**src/rtl/phy_pkg.sv**
```systemverilog
// Constants and types shared by the TX serializer and the RX deserializer so both
// ends of the link agree on the comma word and on the length of the sync preamble.
package phy_pkg;

  localparam logic [7:0] COMMA_WORD     = 8'hBC;
  localparam int         SYNC_WORDS_DEF = 4;

  typedef enum logic {
    SYNC   = 1'b0,
    ACTIVE = 1'b1
  } tx_state_t;

endpackage

```
**src/rtl/paralelo_serial_phy_tx_if.sv**
```systemverilog
// Byte-wide valid/ready handshake into the TX serializer.
// The producer drives data_in/valid_in; the serializer returns ready_out.
interface paralelo_serial_phy_tx_if;

  logic [7:0] data_in;
  logic       valid_in;
  logic       ready_out;

  modport master (output data_in, output valid_in, input  ready_out);
  modport slave  (input  data_in, input  valid_in, output ready_out);

endinterface

```
**src/rtl/phy_tx_hold_reg.sv**
```systemverilog
// Single-entry holding register: captures a byte when empty and valid, and is
// emptied by pop. Zero latency to full; backpressures by refusing input while full.
module phy_tx_hold_reg #(
  parameter int W = 8
) (
  input  logic         clk_32f,
  input  logic         reset_L,
  input  logic         push_vld,
  input  logic [W-1:0] push_dat,
  input  logic         pop,
  output logic         full,
  output logic [W-1:0] data
);

  logic         full_q, full_d;
  logic [W-1:0] data_q, data_d;

  // pop is only issued while full, so it never coincides with a push.
  always_comb begin
    full_d = full_q;
    data_d = data_q;
    if (pop) begin
      full_d = 1'b0;
    end
    if (push_vld && !full_q) begin
      full_d = 1'b1;
      data_d = push_dat;
    end
  end

  always_ff @(posedge clk_32f or negedge reset_L) begin
    if (!reset_L) begin
      full_q <= 1'b0;
      data_q <= '0;
    end else begin
      full_q <= full_d;
      data_q <= data_d;
    end
  end

  assign full = full_q;
  assign data = data_q;

endmodule

```
**src/rtl/paralelo_serial_phy_tx.sv**
```systemverilog
// Byte-to-serial PHY transmitter, MSB first: sends SYNC_WORDS commas after reset, then
// held bytes or comma fill. Accept-to-line latency 1-8 cycles; one byte per 8 cycles.
module paralelo_serial_phy_tx
  import phy_pkg::*;
#(
  parameter logic [7:0] COMMA      = COMMA_WORD,
  parameter int         SYNC_WORDS = SYNC_WORDS_DEF
) (
  input  logic                      clk_32f,
  input  logic                      reset_L,
  paralelo_serial_phy_tx_if.slave   bus,
  output logic                      data_out,
  output logic                      active
);

  localparam int SCW = $clog2(SYNC_WORDS + 1);
  localparam logic [SCW-1:0] SYNC_LAST = SCW'(SYNC_WORDS);

  logic [7:0]     shreg_q, shreg_d;
  logic [2:0]     bit_cnt_q, bit_cnt_d;
  logic [SCW-1:0] sync_cnt_q, sync_cnt_d;
  tx_state_t      state_q, state_d;

  logic       hold_full;
  logic [7:0] hold_data;
  logic       pop;

  phy_tx_hold_reg #(.W(8)) u_hold (
    .clk_32f  (clk_32f),
    .reset_L  (reset_L),
    .push_vld (bus.valid_in),
    .push_dat (bus.data_in),
    .pop      (pop),
    .full     (hold_full),
    .data     (hold_data)
  );

  always_comb begin
    shreg_d    = shreg_q;
    bit_cnt_d  = bit_cnt_q + 3'd1;
    sync_cnt_d = sync_cnt_q;
    state_d    = state_q;
    pop        = 1'b0;
    if (bit_cnt_q != 3'd7) begin
      shreg_d = {shreg_q[6:0], 1'b0};
    end else begin
      bit_cnt_d = 3'd0;
      shreg_d   = COMMA;
      if (state_q == SYNC && sync_cnt_q != SYNC_LAST) begin
        sync_cnt_d = sync_cnt_q + SCW'(1);
      end else begin
        // Sync just completed or already active: the held byte goes out on this same boundary.
        state_d = ACTIVE;
        if (hold_full) begin
          shreg_d = hold_data;
          pop     = 1'b1;
        end
      end
    end
  end

  always_ff @(posedge clk_32f or negedge reset_L) begin
    if (!reset_L) begin
      shreg_q    <= 8'h00;
      bit_cnt_q  <= 3'd7;
      sync_cnt_q <= '0;
      state_q    <= SYNC;
    end else begin
      shreg_q    <= shreg_d;
      bit_cnt_q  <= bit_cnt_d;
      sync_cnt_q <= sync_cnt_d;
      state_q    <= state_d;
    end
  end

  assign data_out      = shreg_q[7];
  assign active        = (state_q == ACTIVE);
  assign bus.ready_out = !hold_full;

endmodule

```
**src/flat_wrapper.sv**
```systemverilog
// flat-port wrapper written by rule: the top's interface ports become plain ports
module paralelo_serial_phy_tx_flat import phy_pkg::*;
#(
  parameter logic [7:0] COMMA      = COMMA_WORD,
  parameter int         SYNC_WORDS = SYNC_WORDS_DEF
)
  (clk_32f, reset_L, data_out, active, bus_data_in, bus_valid_in, bus_ready_out);
  paralelo_serial_phy_tx_if bus_i ();
  input  logic clk_32f;
  input  logic reset_L;
  output logic data_out;
  output logic active;
  input wire logic [$bits(bus_i.data_in)-1:0] bus_data_in;
  input wire logic [$bits(bus_i.valid_in)-1:0] bus_valid_in;
  output wire logic [$bits(bus_i.ready_out)-1:0] bus_ready_out;
  assign bus_i.data_in = bus_data_in;
  assign bus_i.valid_in = bus_valid_in;
  assign bus_ready_out = bus_i.ready_out;
  paralelo_serial_phy_tx #(.COMMA(COMMA), .SYNC_WORDS(SYNC_WORDS)) u_core (.clk_32f(clk_32f), .reset_L(reset_L), .bus(bus_i), .data_out(data_out), .active(active));
endmodule
```
**config.mk**
```make
export PLATFORM = sky130hd
export DESIGN_NAME = paralelo_serial_phy_tx_flat
export DESIGN_NICKNAME = d
export VERILOG_FILES = /design/src/rtl/phy_pkg.sv /design/src/rtl/paralelo_serial_phy_tx_if.sv /design/src/rtl/phy_tx_hold_reg.sv /design/src/rtl/paralelo_serial_phy_tx.sv /design/src/flat_wrapper.sv
export SDC_FILE = /design/constraint.sdc
export NUM_CORES = 1
export LEC_CHECK = 0
export BUFFER_PORTS_ARGS = -buffer_cell sky130_fd_sc_hd__buf_2
export CELL_PAD_IN_SITES_DETAIL_PLACEMENT = 0
export CELL_PAD_IN_SITES_GLOBAL_PLACEMENT = 1
export CORE_ASPECT_RATIO = 1.4
export CORE_UTILIZATION = 35
export CTS_CLUSTER_SIZE = 40
export DETAILED_ROUTE_END_ITERATION = 7
export GPL_TIMING_DRIVEN = 1
export PLACE_DENSITY_LB_ADDON = 0.1
export SETUP_SLACK_MARGIN = 0.02
export SLEW_MARGIN = 20
export SYNTH_ARGS = -nofsm -noshare
export SYNTH_HDL_FRONTEND = slang
export SYNTH_SLANG_ARGS = --single-unit
```
**constraint.sdc**
```tcl
create_clock -name clk_32f -period 1.6 [get_ports clk_32f]
set_input_delay 0.08 -clock clk_32f [delete_from_list [all_inputs] [get_ports clk_32f]]
set_output_delay 0.08 -clock clk_32f [all_outputs]
set_load 0.1 [all_outputs]
```
==> summary.txt <==
Clock power frac = 33.7%
FMAX = 662 MHz
Int Power = 993 uW
Mean Syn Cell Area = 14.0 um2
Async set or reset register ratio after synthesis = 100%
CP max-delay cell = dfstp_2
Unique masters post-synth = 23
Post-detail-place hpwl = 1060 um
Max-slew headroom = 65.1%
Row count = 22
Status = finished, final reports clean
Layout cell share with drive strength beyond 1 = 35.1%
Syn_nets = 85
Post-synth top cells = dfrtp_1 (21), inv_1 (7), mux2_4 (7)
Combinational power share = 12.7%
DR pass1 iterations = 2
Met2 global-route usage = 20.8%
Die Wd = 46.8 um
Clock slew at reported path FFs = 0.13 ns
Sink Count = 24
CTS tree = yes
R2R Path End = u_core.sync_cnt_q[1]
Drt drc = 0
R2R setup slack = 0.09 ns
Switching Fraction = 22.0%
Final Max Tran Viols = 0
Post-synth top area share = 53.5%
Startpoint Class = flip-flop
Remaining antenna violation count = 0
Reg area = 606 um2
Post-synth EDFFs = 0
Critical path type = reg2reg
Top cell family by delay on the critical path = flip-flops
Fin crit period = 1.51 ns
Post-route setup TNS = 0 ns
Largest net degree at the start of global routing = 25
Final Cell Area = 1240 um2
Seq pwr share = 53.6%
Global-route wire length before repair = 2860 um
Register area share after synthesis = 61.5%
CP most frequent cell = ha_1
Kind of end point of the critical path = flip-flop
RSZ-0062 raised after global routing = no
Maximum vdd drop = 0.604 mV
Area of the multi-input gates = 335 um2
PwrDens = 1020 nW/um2
Clock Latency Late Sink = 0.31 ns
CP Buf/Inv Count = 0
IO Port Bufs = 13
FILL cells = 262
Worst-path cell chain = ha_1 > ha_1 > and2b_1 > nand2_2 > mux2_4
GR peak layer = met2
Static Leak = 0.000599 uW
Max Root-Sink Buffers = 2
Num CTS Buffers = 3
CTS root buf = clkbuf_4
Ports = 14
# H-tree levels = 1
Slowest stage delay, CP = 0.55 ns
Vias = 591
Power Total = 1270 uW
Total global-route track usage = 13.4%
Via density = 4.44
Met1 usage = 16.7%
Synth Flop Type = dfrtp_1
Flops & latches, synth = 24
Yosys warning count = 0
Worst hold path type = in2async
Final period util = 94.4%
Met3 Use GR = 3.34%
Chip Height = 64.7 um
Synth top area cells = dfrtp_1 (54%), mux2_4 (11%), dfstp_2 (8.0%)
Area growth syn-to-layout = 26.8%
Most common cell in the netlist = dfrtp_1
Number of global-route vias before repair = 648
Final setup viols = 0
P_sw = 280 uW
Post-CTS Setup Inserts = 0
Worst Path Required = 1.81 ns
Starting Density = 37.2%
Placer Congestion = 0.663
Measured slew at the worst slew-check pin = 0.523 ns
Synthesized area = 982 um2
Final WL = 1590 um
Max cap viols = 0
Worst EP arrival = 1.72 ns
Synth Instances = 70
Placed instance area = 1090 um2
GRT overflow = 0
Crit-path max FO = 3
R2r startpoint = u_core.bit_cnt_q[0]
Initial antenna violation count = 0
Hold Fails Final Rpt = 0
Max Clock Skew = 0.00224 ns
Core Util, Final = 47.1%
Die area = 3030 um2
Core area = 2640 um2
First DRT Iteration DRCs = 19
# nets final = 113
FF-to-FF path depth = 5
Diodes inserted = 0
Mean routed wirelength per cell = 12.0 um
Yosys top cell by area = dfrtp_1
-- cell type report --
class	instances	share of cell area (%)
clock buffer	3	1.81
sequential	24	48.6
timing repair buffer	25	14.5
inverter	7	2.11
clock inverter	1	2.41
multi-input combinational	37	26.9
tap	36	3.62
-- what timing repair did --
action,CTS,global route
hold buffers,10,0
setup endpoints to repair,0,0
resized for setup,0,0
endpoints found under the hold margin,30,0
-- metal layers --
metal	vias to the layer above	routed length, um
li1	292	-
met1	288	773
met2	9	762
met3	2	36
met4	0	20
met5	-	0
-- placed cells by master, fill, tap and decap left out --
| master | count |
|---|---|
| o21ai_0 | 2 |
| nor2b_2 | 1 |
| ha_1 | 4 |
| mux2_4 | 7 |
| dfrtp_2 | 1 |
| inv_1 | 7 |
| a21oi_1 | 2 |
| nand3_1 | 1 |
| nor2b_1 | 1 |
| nand3b_4 | 1 |
| bufinv_16 | 1 |
| dfrtp_1 | 20 |
| dlygate4sd3_1 | 10 |
| o21a_1 | 1 |
| o22ai_1 | 2 |
| a31oi_1 | 1 |
| nand2_2 | 1 |
| dfstp_2 | 3 |
| buf_2 | 13 |
| a31o_2 | 1 |
| nand2_1 | 3 |
| and2b_1 | 1 |
| xnor2_1 | 1 |
| o22a_1 | 5 |
| clkbuf_4 | 3 |
| nor2_1 | 2 |
| buf_4 | 2 |
-- cells by family after synthesis --
| group | synth area share (%) |
|---|---|
| AND/OR/NAND/NOR | 7.39 |
| flip-flops | 61.5 |
| AO/OA/AOI/OAI | 10.1 |
| multiplexers | 10.7 |
| XOR/XNOR | 0.892 |
| buffers and inverters | 4.33 |
| adder cells (fa/ha/maj) | 5.10 |
-- registers in the layout, indices dropped and copies added, names as in the netlist --
| register | count |
|---|---|
| u_core.active | 1 |
| u_core.bit_cnt_q | 3 |
| u_core.shreg_q | 8 |
| u_core.sync_cnt_q | 3 |
| u_core.u_hold.data | 8 |
| u_core.u_hold.full | 1 |
-- metrics by stage --
| step | cells | setup WS (ns) | hold WS (ns) |
|---|---|---|---|
| after global routing | 133 | 0.0364 | 0.295 |
| after global placement | 119 | 0.118 | 0.0877 |
| final | 133 | 0.0900 | 0.258 |
| after floorplan | 70 | 0.0945 | -0.216 |
| after CTS | 133 | 0.0714 | 0.273 |
| after detailed placement | 119 | 0.0929 | 0.0890 |
-- power groups by stage --
stage / clock (uW) / sequential (uW) / combinational [uW]
after global routing: 479 / 690 / 177
after global placement: 0 / 695 / 142
after detailed placement: 0 / 694 / 146
final: 430 / 682 / 161
after CTS: 442 / 683 / 164
after floorplan: 0 / 717 / 79.6
-- how the worst max path moves through the flow --
stage                             start                   end  cells after the start
finish              u_core.bit_cnt_q[0]  u_core.sync_cnt_q[1]                      5
global route        u_core.bit_cnt_q[0]     u_core.shreg_q[2]                      5
global placement    u_core.bit_cnt_q[0]  u_core.sync_cnt_q[1]                      5
CTS                 u_core.bit_cnt_q[0]  u_core.sync_cnt_q[1]                      5
detailed placement  u_core.bit_cnt_q[0]     u_core.shreg_q[2]                      5
floorplan           u_core.bit_cnt_q[0]  u_core.sync_cnt_q[1]                      5
Note: power is estimated with default switching activity, not from simulation.
